===== config.mk =====
export PLATFORM = sky130hd
export DESIGN_NAME = peak_depth_out
export DESIGN_NICKNAME = d
export VERILOG_FILES = /design/src/rtl/peak_depth_out.sv
export SDC_FILE = /design/constraint.sdc
export NUM_CORES = 1
export LEC_CHECK = 0
export ABC_AREA = 0
export BUFFER_PORTS_ARGS = -buffer_cell sky130_fd_sc_hd__buf_2
export CORE_ASPECT_RATIO = 2
export CORE_MARGIN = 5
export CORE_UTILIZATION = 30
export CTS_CLUSTER_SIZE = 25
export DETAILED_ROUTE_END_ITERATION = 16
export GPL_ROUTABILITY_DRIVEN = 1
export PLACE_DENSITY_LB_ADDON = 0.15
export SLEW_MARGIN = 20
export SYNTH_ARGS = -nofsm -noshare
export SYNTH_HDL_FRONTEND = slang
export SYNTH_SLANG_ARGS = --single-unit

===== constraint.sdc =====
create_clock -name clk -period 8.8 [get_ports clk]
set_clock_uncertainty 0.15 [all_clocks]
set_input_delay 0.44 -clock clk [delete_from_list [all_inputs] [get_ports clk]]
set_output_delay 0.44 -clock clk [all_outputs]
set_load 0.02 [all_outputs]

===== src/rtl/peak_depth_out.sv =====
// Peak-to-depth stage: combines window base and fine peak bin into a ToF bin,
// scales it to millimetres with a shift-add multiplier and queues results.
module peak_depth_out #(
  parameter int NB = 5,
  parameter int NP = 10,
  parameter int MW = 8,
  parameter logic [MW-1:0] BIN_MM = MW'(15),
  parameter int FIFO_DEPTH = 4
) (
  input  logic          clk,
  input  logic          res,
  input  logic          peakDone,
  input  logic [NB-1:0] peakCH,
  input  logic [NB-1:0] peakFH,
  input  logic [NP-1:0] THminus,
  input  logic          depthReady,
  output logic          depthValid,
  output logic [NP+MW:0] depthData,
  output logic          depthHit,
  output logic [7:0]    depthSeq,
  output logic          busy,
  output logic          overrun,
  output logic          dropped
);
  localparam int AW = NP + 1 + MW;
  localparam int CW = (MW > 1) ? $clog2(MW) : 1;
  localparam int PW = (FIFO_DEPTH > 1) ? $clog2(FIFO_DEPTH) : 1;

  typedef enum logic [1:0] {IDLE, SUM, MUL, PUSH} state_t;

  typedef struct packed {
    logic          hit;
    logic [7:0]    seq;
    logic [AW-1:0] data;
  } entry_t;

  state_t        state;
  logic          pdd;
  logic          hit;
  logic [NB-1:0] fh_q;
  logic [NP-1:0] th_q;
  logic [NP:0]   tof;
  logic [AW-1:0] acc;
  logic [AW-1:0] addend;
  logic [CW-1:0] mcnt;
  logic [7:0]    seq;

  entry_t        mem [FIFO_DEPTH];
  logic [PW-1:0] wr_ptr;
  logic [PW-1:0] rd_ptr;
  logic [PW:0]   count;

  logic evt;
  logic full;
  logic pop;
  logic wr_en;

  assign evt    = peakDone & ~pdd;
  assign busy   = (state != IDLE);
  assign full   = (count == (PW+1)'(FIFO_DEPTH));
  assign pop    = depthValid & depthReady;
  // a pop in the same cycle frees the slot, so a full queue still accepts
  assign wr_en  = (state == PUSH) & (~full | pop);
  assign addend = BIN_MM[mcnt] ? (AW'(tof) << mcnt) : '0;

  assign depthValid = (count != '0);
  assign depthHit   = mem[rd_ptr].hit;
  assign depthSeq   = mem[rd_ptr].seq;
  assign depthData  = mem[rd_ptr].data;

  always_ff @(posedge clk or posedge res) begin
    if (res) begin
      state   <= IDLE;
      pdd     <= 1'b0;
      hit     <= 1'b0;
      fh_q    <= '0;
      th_q    <= '0;
      tof     <= '0;
      acc     <= '0;
      mcnt    <= '0;
      seq     <= '0;
      overrun <= 1'b0;
      dropped <= 1'b0;
    end else begin
      pdd <= peakDone;
      if (evt && state != IDLE)
        overrun <= 1'b1;
      unique case (state)
        IDLE: begin
          if (evt) begin
            hit   <= |peakCH;
            fh_q  <= peakFH;
            th_q  <= THminus;
            state <= SUM;
          end
        end
        SUM: begin
          tof   <= hit ? ({1'b0, th_q} + (NP+1)'(fh_q)) : '0;
          acc   <= '0;
          mcnt  <= '0;
          state <= MUL;
        end
        MUL: begin
          acc  <= acc + addend;
          mcnt <= mcnt + CW'(1);
          if (mcnt == CW'(MW - 1))
            state <= PUSH;
        end
        PUSH: begin
          seq <= seq + 8'd1;
          if (!wr_en)
            dropped <= 1'b1;
          state <= IDLE;
        end
        default: state <= IDLE;
      endcase
    end
  end

  always_ff @(posedge clk or posedge res) begin
    if (res) begin
      wr_ptr <= '0;
      rd_ptr <= '0;
      count  <= '0;
      for (int i = 0; i < FIFO_DEPTH; i++)
        mem[i] <= '0;
    end else begin
      if (wr_en) begin
        mem[wr_ptr] <= '{hit: hit, seq: seq, data: acc};
        wr_ptr      <= wr_ptr + PW'(1);
      end
      if (pop)
        rd_ptr <= rd_ptr + PW'(1);
      if (wr_en && !pop)
        count <= count + (PW+1)'(1);
      else if (!wr_en && pop)
        count <= count - (PW+1)'(1);
    end
  end

endmodule


* Word level (Yosys, flattened, before mapping)
Memories as Yosys holds them, arrays and structs flattened.
Cells that the tools add are included.
Widths: inputs -> output; s select.
** Operators by class
- Shifts and indexed selects :: 1
- Reduce and logical (&&, ||, !) cells :: 15
- Magnitude comparators :: 4
- Equality and inequality tests :: 7
- Add/subtract/negate cells :: 8
- Bitwise operators :: 9
- Multiplexer cells :: 16
** Operator list (number)
- $bwmux 112 :: 1
- $mux 28 :: 3
- $bmux 28 s2 :: 1
- $demux 28 s2 :: 1
- $pmux 19 s2 :: 1
- $add 19x19->19 :: 1
- $mux 19 :: 1
- $shl 11x3->19 :: 1
- $add 10x5->11 :: 1
- $mux 11 :: 1
- $add 8x1->8 const B :: 1
- $pmux 2 s4 :: 1
- $add 3x1->3 const B :: 2
- $eq 3x3->1 const B :: 2
- $ge 3x3->1 const B :: 2
- $mux 3 :: 2
- $not 2->3 :: 2
- $pmux 3 s2 :: 1
- $reduce_and 2->1 :: 3
- $reduce_bool 2->1 :: 3
- $reduce_or 5->1 :: 1
- $add 2x1->2 const B :: 2
- $eq 2x2->1 const B :: 2
- $logic_and 1x1->1 :: 4
- 13 further kinds :: 20
** Word-level totals
- ROM bits :: 8
- Logic and storage cells :: 87
- Output and inout bits :: 32
- Input port bits :: 24
- Memories kept :: 1
- Register bits :: 181
** Memory list
- (no name shown) :: words 8, bits a word 1, read ports 1, clocked after memory_dff 0, write ports 0, RTL line 64 : assign addend = BIN_MM[mcnt] ? (AW'(tof) << mcnt) : '0;

* Depth between registers and ports, before layout
Gate-level depths: netlist (run 1).
- Word-level depth :: 8
- Depth in mapped cells :: 13
- Mapped depth without buffers :: 11

* Least setup slack after synthesis (run 1)
No wires, ideal clock.
- Kind :: register to register
- Start :: register mcnt[0]
- End :: register acc[14]
- Path buffers :: 2
- Path slack :: 5.804 ns
- Clock period less this slack :: 2.996 ns
- Data required time :: 8.529 ns
- Setup time :: 0.121 ns
- Arrival :: 2.725 ns
- Cell stages (with the launch flop) :: 12
- Cell sequence :: dfrtp_1 -> buf_2 -> clkbuf_1 -> nor4_1 -> ha_1 -> fa_1 -> a211oi_2 -> o211ai_1 -> and3_1 -> a211o_1 -> xor2_1 -> a22o_1
** On the way
- Longest elaborated chain between the ends :: 5
- Elaborated cells on any way between the ends :: 6
- Those cells by class :: 1 x add/sub; 1 x shift; 3 x mux; 1 x memory
** RTL lines
- from (decl) :: RTL line 45 : logic [CW-1:0] mcnt;
- from (signal assigned) :: RTL line 105 : mcnt <= mcnt + CW'(1);
- $mem_v2 8x1
- $mux 1 (implied by the code) :: RTL line 64
- $mux 19 (*) :: RTL line 64
- $add 19x19->19 (*) :: RTL line 104 : acc <= acc + addend;
- $pmux 19 s2 (*) :: RTL line 88 : unique case (state)
- to (signal assigned) :: RTL line 104
- to (decl) :: RTL line 43 : logic [AW-1:0] acc;
Every way passes the cells marked *; elsewhere a longest branch is shown, timed or not. The select of a mux whose other input is x is not followed.
A chain may end at the register's enable or synchronous reset.

* Worst setup path in the final report (run 1)
Ends and elaborated chain as after synthesis.

==> out/qor.txt, run 1 <==
Critical-path maximum fanout: 18
Top cells by area, synth: dfrtp_1 50%, mux2_2 13%, mux4_2 8.4%
Post-DR vias/cell: 5.15
TritonRoute pass-1 iters: 5
Max-slew headroom: 0.382
Mapped Cells: 710
Routability congestion estimate: 0.897
Fin. max-slew vios: 0
Clock share of power: 0.221
Antenna violations before repair: 0
CTS buffer count: 17
Drc violations: 0
Die Y: 257 um
IO Pins: 56
DP HPWL: 14900 um
H-tree depth: 4
Die ar.: 0.0342 mm2
Total clock sinks: 181
VDD IR-drop max: 149 uV
Die width: 133 um
Int Power: 2170 uW
Met1 GRT Util: 0.135
Fmax: 292 MHz
PortBufs: 55
Flop pwr share: 0.396
WL final: 21000 um
Pwr Total: 3470 uW
Vias in the first global route: 6393
Syn Area/Cell: 12.8 um2
Finished layout cell area: 0.0103 mm2
Share of the synthesized area in the top cell type: 0.497
Synthesized cell area: 0.00912 mm2
Antenna diodes: 0
Startpoint types: flop
Critical path capture point type: flop
GRT Total Usage: 0.129
Slowest cell on crit path: dfrtp_1
Drt first-iter violations: 234
Sequential share of the synthesized area: 0.497
Row count: 90
Post-synth ARST share: 1.00
Violated checks: hold timing
Clock transition at path regs: 0.07 ns
Most frequent cells after synthesis: 181 x dfrtp_1, 109 x mux2_2, 37 x nand2_1, 35 x ha_1, 34 x mux4_2
P&R area growth vs syn: 12.9%
Initial Util: 0.303
RSZ-0062 raised after global routing: no
CTS root buf: clkbuf_16
CP peak stage delay: 0.80 ns
Pleak: 0.00486 uW
Synth warn: 0
Sw power: 1290 uW
CP Data Required Time: 8.97 ns
Core area: 0.0301 mm2
Tmin final: 3.42 ns
EDFF count, synth: 0
Resize count post-CTS: 0
Sw Ratio: 0.373
Placed cell areas: 0.00969 mm2
Distinct cells, synth: 65
Met2 usage: 0.246
Final Hold Fails: 11
Crit path kind: reg -> reg
Total power divided by cell area: 337 mW/mm2
Nets: 812
Max Cap Violations: 0
Routed vias: 5825
Status: finished, violations left
TritonCTS clock tree: done
Most numerous cell in the Yosys netlist: dfrtp_1
Synth Flop Type: dfrtp_1
Final setup vio count: 0
Hold WS: -0.0241 ns
#FFs+latches synth: 181
Cell type with the largest total area after synthesis: dfrtp_1
Share of cells above drive strength 1: 0.325
Wirelength per Cell: 18.6 um
Worst Hold Class: in -> async
Gr ovfl total: 0
Clk buf depth: 2
CP cell instances: mux4_2, and2_1, ha_1, a21oi_1, o211ai_1, and3_1, a211o_1, xor2_1, a22o_1
Largest net degree at the start of global routing: 118
Slew @ Worst Pin: 0.924 ns
Gate power share: 0.383
Setup TNS: 0 ns
ANT nets after route: 0
Global-route wire length before repair: 34700 um
Met3 GRT Util: 0.0294
Worst path arrival time: 3.59 ns
Period utilization: 0.389
Clk Latency, worst-skew pair: 0.44 ns
GRT busiest layer: met2
Postcts setup bufs: 0
## through the flow
step,util,setup WS [ns],std cells,hold slack [ns]
after global placement,0.322,5.46,1098,0.292
after floorplan,-,3.29,713,0.295
after CTS,0.342,5.38,1131,0.0438
final,0.342,5.38,1131,-0.0241
after global routing,0.342,5.13,1131,0.0496
after detailed placement,0.322,5.39,1098,0.297
## layout make-up
type	instances	area (um2)
Fill cell	2923	19800
Multi-Input combinational cell	463	4290
Sequential cell	181	4530
Inverter	28	113
Tap cell	368	460
Clock buffer	21	470
Timing Repair Buffer	59	308
Clock inverter	11	121
## power by group through the flow
stage / logic [uW] / registers [uW] / clock network (uW)
CTS: 1360 / 1380 / 791
finish: 1330 / 1370 / 766
floorplan: 1110 / 1250 / 0
global route: 1470 / 1420 / 826
detailed placement: 1360 / 1400 / 0
global placement: 1320 / 1370 / 0
## sequential cells by signal (all words and copies together) (netlist names)
register  flops
mem         112
acc          19
tof          11
th_q         10
seq           8
fh_q          5
count         3
mcnt          3
rd_ptr        2
state         2
wr_ptr        2
dropped       1
hit           1
overrun       1
pdd           1
## routing by layer
layer  wire (um)  share of wire  vias up
li1            -              -     2678
met1        7800           0.37     2994
met2       12000           0.57      118
met3         667          0.032       35
met4         560          0.027        0
met5           0              0        -
## critical path: cells and delay by family (launching register included)
kind	cells	cell delay [ns]
multiplexers	1	0.57
adder cells (fa/ha/maj)	1	0.34
XOR/XNOR	1	0.15
AND/OR/NAND/NOR	2	0.39
AO/OA/AOI/OAI	4	0.90
flip-flops	1	0.80
## path summary, 6_finish.rpt
path	startpoint	cells past startpoint	slack (ns)	end
hold reg to reg	dropped$_DFFE_PP0P_	1	0.31	dropped$_DFFE_PP0P_
setup reg to reg	mcnt[0]$_DFFE_PP0P_	9	5.38	acc[14]$_DFFE_PP0P_
setup / recovery	mcnt[0]$_DFFE_PP0P_	9	5.38	acc[14]$_DFFE_PP0P_
min in group clk	THminus[0]	2	0.08	th_q[0]$_DFFE_PP0P_
hold / removal	res	2	-0.02	dropped$_DFFE_PP0P_
max in group asynchronous	res	3	7.08	mem[38]$_DFFE_PP0P_
## cells in the final DEF, fill, tap and decap left out, types with 4 or more instances in the layout
cell type and instances:
ha_1 35, nand4_1 9, conb_1 4, buf_2 55, mux2i_1 5, inv_1 27, clkbuf_16 17, a22o_1 11
nand2_1 37, clkinv_2 4, mux2_2 109, a21oi_1 25, nand2_2 4, nor3_1 10, xor2_1 9, o311ai_0 4
dfrtp_1 179, mux4_2 34, xnor2_1 22, o21ai_0 32, nand3_1 16, nor2_1 11, a21o_1 9, and2_1 8
o21bai_1 4, mux2_1 4
## kinds of logic after synthesis
logic type      count (synthesis)  synth area share
compound gates                121            0.0893
xor+xnor                       31            0.0298
fa+ha+maj                      38            0.0546
buf+inv                        69            0.0336
flops                         181             0.497
mux                           152             0.229
other cells                     1          0.000411
simple gates                  117            0.0664
## timing repair
item / in CTS / in global routing
hold endpoints to repair: 1 / 0
hold buffers: 1 / 0
endpoints found under the setup margin: 0 / 0
No activity file was read; power rests on OpenSTA's default activity.
==> run 2, diff against run 1 <==
--- a/config.mk
+++ b/config.mk
@@ -5,7 +5,7 @@
 export SDC_FILE = /design/constraint.sdc
 export NUM_CORES = 1
 export LEC_CHECK = 0
-export ABC_AREA = 0
+export ABC_AREA = 1
 export BUFFER_PORTS_ARGS = -buffer_cell sky130_fd_sc_hd__buf_2
 export CORE_ASPECT_RATIO = 2
 export CORE_MARGIN = 5
==> constraint.sdc (replaced) <==
create_clock -name clk -period 3.5 [get_ports clk]
set_clock_uncertainty 0.15 [all_clocks]
set_input_delay 0.175 -clock clk [delete_from_list [all_inputs] [get_ports clk]]
set_output_delay 0.175 -clock clk [all_outputs]
set_load 0.02 [all_outputs]
==> run 2 against run 1 <==
Net effect:
- sequential share of layout area is 2.8 points lower
- largest cell class unchanged
- the flow now finishes without violations
- hold slack gained 0.12 ns
- setup slack got worse by 4.7 ns
- sequential power is 140% higher
- flip-flop and latch count stayed put
- combinational power rose to 3.4 times the previous value
- synthesized area rose by 4.3%
==> out/qor.txt, run 2 <==
Clk buf depth: 2
DP HPWL: 19100 um
Fmax: 358 MHz
Critical-path maximum fanout: 25
Syn Area/Cell: 7.86 um2
Die width: 136 um
Slowest cell on crit path: dfrtp_1
Synth warn: 0
Routability congestion estimate: 0.816
Most flop-heavy register: mem
Status: complete, no violations
Sequential share of the synthesized area: 0.476
Antenna diodes: 0
Final WS setup: 0.703 ns
CP Data Required Time: 3.71 ns
Synthesized cell area: 0.00951 mm2
Post-DR vias/cell: 4.75
Total clock sinks: 181
Most numerous cell in the Yosys netlist: nand2_1
Postcts setup bufs: 0
Largest net degree at the start of global routing: 58
Synth Flop Type: dfrtp_1
Final setup vio count: 0
Vias in the first global route: 8427
Period utilization: 0.799
IO Pins: 56
Share of cells above drive strength 1: 0.0971
Initial Util: 0.303
RSZ-0062 raised after global routing: no
Die ar.: 0.0356 mm2
Pleak: 0.00562 uW
Share of the synthesized area in the top cell type: 0.476
Gr ovfl total: 0
Startpoint types: flop
GRT Total Usage: 0.167
Post-Place Setup Slack: 0.679 ns
Drc violations: 0
Clock transition at path regs: 0.07 ns
Max-slew headroom: 0.327
Fillers: 3345
Slew @ Worst Pin: 1.01 ns
Worst path most repeated cell: nand2_1
Critical path capture point type: flop
P&R area growth vs syn: 15.6%
Distinct cells, synth: 39
Footprint of the multi-input gates: 0.00443 mm2
CP cell instances: or2_2, nor2_1, ha_1, fa_1, nand2_1, nand3_1, nand3_1, nand2_1, nand2_1, nand2_1, nand2_1, nand2_1, o21ai_0
Antenna violations before repair: 0
Final Hold Fails: 0
VDD IR-drop max: 628 uV
TritonCTS clock tree: done
Routed vias: 8080
Worst Hold Class: in -> async
Global-route wire length before repair: 46200 um
Wirelength per Cell: 16.6 um
CTS root buf: clkbuf_16
Clk Latency, worst-skew pair: 0.45 ns
Max Cap Violations: 0
Biggest regs: mem (112), acc (19), tof (11)
Row count: 92
Most frequent cells after synthesis: 412 x nand2_1, 200 x o21ai_0, 181 x dfrtp_1, 98 x nor2_1, 61 x inv_1
Setup TNS: 0 ns
TritonRoute pass-1 iters: 4
CP peak stage delay: 0.74 ns
Crit path kind: reg -> reg
Fin. max-slew vios: 0
Tmin final: 2.80 ns
Core area: 0.0314 mm2
Post-synth ARST share: 1.00
Drt first-iter violations: 372
CTS buffer count: 17
Cell type with the largest total area after synthesis: dfrtp_1
Total power divided by cell area: 885 mW/mm2
H-tree depth: 4
Register area: 0.00453 mm2
Mapped Cells: 1210
PortBufs: 55
#FFs+latches synth: 181
Worst path arrival time: 3.01 ns
Die Y: 262 um
Most frequent cells in the layout: 412 x nand2_1, 200 x o21ai_0, 180 x dfrtp_1
Commonest non-fill, non-tap cell in the layout: nand2_1
ANT nets after route: 0
Nets: 1326
Resize count post-CTS: 0
Number of flip-flops in the largest register: 112
EDFF count, synth: 0
Top cells by area, synth: dfrtp_1 48%, nand2_1 16%, o21ai_0 11%
WL final: 28200 um
==> run 2: changes by cell type in the layout (fill, tap and decap cells not counted), moves of 9 or more <==
cell           change
buf_4             +13
mux2_2           -108
a22o_1             -9
dlygate4sd3_1     +19
o22ai_1           +41
nand2_1          +375
nor2_1            +87
xnor2_1           -19
inv_1             +33
mux4_2            -34
o21ai_0          +168
nand3_1           +12
==> run 2: path summary, 6_finish.rpt <==
path	startpoint	end	slack, ns	depth (start not counted)
max reg2reg	mcnt[0]$_DFFE_PP0P_	acc[12]$_DFFE_PP0P_	0.70	13
min	res	mem[19]$_DFFE_PP0P_	0.1	3
max	mcnt[0]$_DFFE_PP0P_	acc[12]$_DFFE_PP0P_	0.70	13
min reg2reg	th_q[4]$_DFFE_PP0P_	th_q[4]$_DFFE_PP0P_	0.33	2
min in group clk	peakDone	pdd$_DFF_PP0_	0.26	2
max in group asynchronous	res	rd_ptr[0]$_DFFE_PP0P_	2.24	5
==> run 2: what timing repair did <==
action	in CTS	in global routing
hold buffers	20	0
setup endpoints to repair	0	0
hold endpoints to repair	58	0
==> run 2: per-layer routing <==
| layer | routed length (um) | vias up | share of wire | global-route usage |
|---|---|---|---|---|
| li1 | - | 4070 | - | - |
| met1 | 10900 | 3863 | 0.39 | 0.182 |
| met2 | 16000 | 111 | 0.57 | 0.327 |
| met5 | 0 | - | 0 | 0 |
| met4 | 588 | 0 | 0.021 | 0.0533 |
| met3 | 641 | 36 | 0.023 | 0.0245 |
==> run 2: logic make-up after synthesis <==
| group | share of synthesized area |
|---|---|
| flip-flops | 0.476 |
| buffers and inverters | 0.0591 |
| multiplexers | 0.00118 |
| XOR/XNOR | 0.0101 |
| adder cells (fa/ha/maj) | 0.0524 |
| other | 0.000394 |
| AO/OA/AOI/OAI | 0.165 |
| AND/OR/NAND/NOR | 0.236 |
==> run 2: power breakdown <==
part           total [uW]  switching (uW)  internal, uW
logic                4480            3080          1400
clock network        1990             888          1100
registers            3260             525          2740
total                9730            4490          5240
==> run 2: cell type report <==
type                            instances  area share
Clock buffer                           20      0.0415
Timing Repair Buffer                   95      0.0614
Inverter                               62      0.0215
Multi-Input combinational cell        907       0.403
Clock inverter                         12      0.0126
Tap cell                              423      0.0481
Sequential cell                       181       0.412
==> run 2: worst max-delay path, delay by kind of cell, from the launching register on <==
family	cells	cell delay, ns
DFF	1	0.74
and+or+nand+nor	10	0.96
adders and majority gates	2	0.71
AOI/OAI and AO/OA	1	0.15
==> run 2: through the flow <==
| stage | total power, uW | instances | hold WS (ns) | utilization | area, um2 |
|---|---|---|---|---|---|
| after floorplan | 6300 | 1213 | 0.0564 | - | 9530 |
| after global placement | 7820 | 1647 | 0.151 | 0.324 | 10200 |
| after detailed placement | 7870 | 1647 | 0.154 | 0.324 | 10200 |
| after CTS | 9920 | 1699 | 0.253 | 0.349 | 11000 |
| after global routing | 10600 | 1700 | 0.107 | 0.350 | 11000 |
| final | 9730 | 1700 | 0.0987 | 0.350 | 11000 |
==> run 3, diff against run 2 <==
--- a/config.mk
+++ b/config.mk
@@ -5,7 +5,7 @@
 export SDC_FILE = /design/constraint.sdc
 export NUM_CORES = 1
 export LEC_CHECK = 0
-export ABC_AREA = 1
+export ABC_AREA = 0
 export BUFFER_PORTS_ARGS = -buffer_cell sky130_fd_sc_hd__buf_2
 export CORE_ASPECT_RATIO = 2
 export CORE_MARGIN = 5
==> constraint.sdc (replaced) <==
create_clock -name clk -period 2.7 [get_ports clk]
set_clock_uncertainty 0.15 [all_clocks]
set_input_delay 0.135 -clock clk [delete_from_list [all_inputs] [get_ports clk]]
set_output_delay 0.135 -clock clk [all_outputs]
set_load 0.02 [all_outputs]
==> run 3 against run 2 <==
Net effect:
- the flow now finishes with violations (setup timing)
- via count shrank 22%
- routed wire length decreased by 21%
- final area is 5.6% higher
- sequential power rose by 34%
- cell count fell by 28%
- core utilization rose by 3.6 points
- maximum frequency is 1.8% lower
- register-to-register slack got worse by 0.85 ns
- global-route usage fell by 3.1 points
==> out/qor.txt, run 3 (synthesized netlist as in run 1, its figures left out) <==
CP Data Required Time: 2.89 ns
Worst path most repeated cell: buf_6
Slowest cell on crit path: mux4_2
VDD IR-drop max: 534 uV
Sw power: 4650 uW
Startpoint types: flop
TritonCTS clock tree: done
Clk buf depth: 2
H-tree depth: 4
CP cell instances: buf_6, mux4_2, and2_4, ha_4, buf_6, o211ai_1, nor2_2, and3_1, a211o_1, xor2_1, a22o_1
IO Pins: 56
Final setup vio count: 9
CTS buffer count: 17
PortBufs: 55
TritonRoute pass-1 iters: 5
CTS root buf: clkbuf_16
P&R area growth vs syn: 27.4%
Final WS setup: -0.147 ns
Die width: 133 um
Post-Place Setup Slack: -0.333 ns
Int Power: 7700 uW
GRT Total Usage: 0.137
Most frequent cells in the layout: 179 x dfrtp_1, 109 x mux2_2, 64 x buf_4
Fillers: 2839
Max-slew headroom: 0.609
Commonest non-fill, non-tap cell in the layout: dfrtp_1
Antenna violations before repair: 0
Gr ovfl total: 0
Global-route wire length before repair: 36900 um
Share of cells above drive strength 1: 0.442
Vias in the first global route: 6890
Most flop-heavy register: mem
Footprint of the multi-input gates: 0.00471 mm2
Tmin final: 2.85 ns
Final Hold Fails: 0
Pwr Total: 12400 uW
Drc violations: 0
Clk Latency, worst-skew pair: 0.45 ns
Antenna diodes: 0
Flop pwr share: 0.353
DP HPWL: 16000 um
Worst path arrival time: 3.03 ns
Biggest regs: mem (112), acc (19), tof (11)
Row count: 90
Nets: 911
Max Cap Violations: 0
Critical-path maximum fanout: 6
Fmax: 351 MHz
RSZ-0062 raised after global routing: yes
Clock transition at path regs: 0.08 ns
Initial Util: 0.303
Die ar.: 0.0342 mm2
Drt first-iter violations: 216
Die Y: 257 um
ANT nets after route: 0
Gate power share: 0.455
Number of flip-flops in the largest register: 112
Register area: 0.00453 mm2
Pleak: 0.00544 uW
Critical path capture point type: flop
Largest net degree at the start of global routing: 103
Violated checks: setup timing
Routed vias: 6275
Crit path kind: reg -> reg
Clock share of power: 0.192
Wirelength per Cell: 18.2 um
WL final: 22400 um
Core area: 0.0301 mm2
Post-DR vias/cell: 5.10
Total clock sinks: 181
Slew @ Worst Pin: 0.587 ns
Total power divided by cell area: 1060 mW/mm2
Fin. max-slew vios: 0
Period utilization: 1.05
Sw Ratio: 0.377
Routability congestion estimate: 0.836
CP peak stage delay: 0.49 ns
Status: finished, violations left
Worst Hold Class: in -> reg
## run 3: cell types whose count changed in the layout (fill, tap and decap cells not counted), sizes merged, moves of 19 or more
cell	change
mux4	+34
o22ai	-41
nand2	-374
xnor2	+19
o21ai	-169
buf	+63
nor2	-92
mux2	+112
inv	-34
## run 3: worst max-delay path: cells and delay by family, from the launching register on
family / cells / cell delay, ns
AOI/OAI and AO/OA: 3 / 0.56
muxes: 1 / 0.49
and+or+nand+nor: 3 / 0.44
DFF: 1 / 0.39
buffers and inverters: 2 / 0.28
adders and majority gates: 1 / 0.24
xor gates and xnor gates: 1 / 0.17
## run 3: stage by stage
stage | instance area (um2) | setup TNS (ns) | cells | utilization | hold WS [ns]
6_report | 11600 | -0.718 | 1230 | 0.386 | 0.193
5_1_grt | 11600 | -1.95 | 1230 | 0.386 | 0.187
4_1_cts | 11400 | -0.727 | 1225 | 0.380 | 0.158
3_5_place_dp | 10300 | -2.29 | 1162 | 0.344 | 0.118
3_3_place_gp | 10300 | -1.89 | 1162 | 0.344 | 0.113
2_1_floorplan | 9220 | -0.0433 | 713 | - | 0.0164
## run 3: what timing repair did
| item | in CTS | in global routing |
|---|---|---|
| gates resized for setup | 51 | 31 |
| setup endpoints to repair | 13 | 13 |
| hold endpoints to repair | 202 | 0 |
| pin swaps | 31 | 27 |
| setup buffers | 11 | 5 |
| hold buffers | 20 | 0 |
## run 3: per-layer routing
layer | track usage | wire length [um]
met4 | 0.0432 | 491
met5 | 0 | 0
met2 | 0.269 | 13200
met3 | 0.0282 | 636
met1 | 0.141 | 8100
## run 3: path summary, 6_finish.rpt
kind | from | end | slack, ns | cells after the start
max | mcnt[0]$_DFFE_PP0P_ | acc[14]$_DFFE_PP0P_ | -0.15 | 11
min | peakDone | pdd$_DFF_PP0_ | 0.19 | 2
max reg2reg | mcnt[0]$_DFFE_PP0P_ | acc[14]$_DFFE_PP0P_ | -0.15 | 11
min reg2reg | dropped$_DFFE_PP0P_ | dropped$_DFFE_PP0P_ | 0.32 | 1
max in group asynchronous | res | mem[0]$_DFFE_PP0P_ | 1.66 | 4
min in group asynchronous | res | mem[48]$_DFFE_PP0P_ | 0.28 | 4
## run 3: cell type report
| cell class | count | share of cell area |
|---|---|---|
| timing repair buffer | 158 | 0.107 |
| tap | 368 | 0.0396 |
| multi-input combinational | 463 | 0.406 |
| clock buffer | 19 | 0.0381 |
| sequential | 181 | 0.390 |
| clock inverter | 13 | 0.0102 |
| inverter | 28 | 0.00937 |
## run 3: power by group through the flow
| stage | clock (uW) | sequential [uW] | combinational (uW) |
|---|---|---|---|
| finish | 2370 | 4360 | 5620 |
| global route | 2570 | 4510 | 6130 |
| CTS | 2460 | 4380 | 5570 |
| detailed placement | 0 | 4430 | 5210 |
| global placement | 0 | 4350 | 5080 |
| floorplan | 0 | 4070 | 3730 |
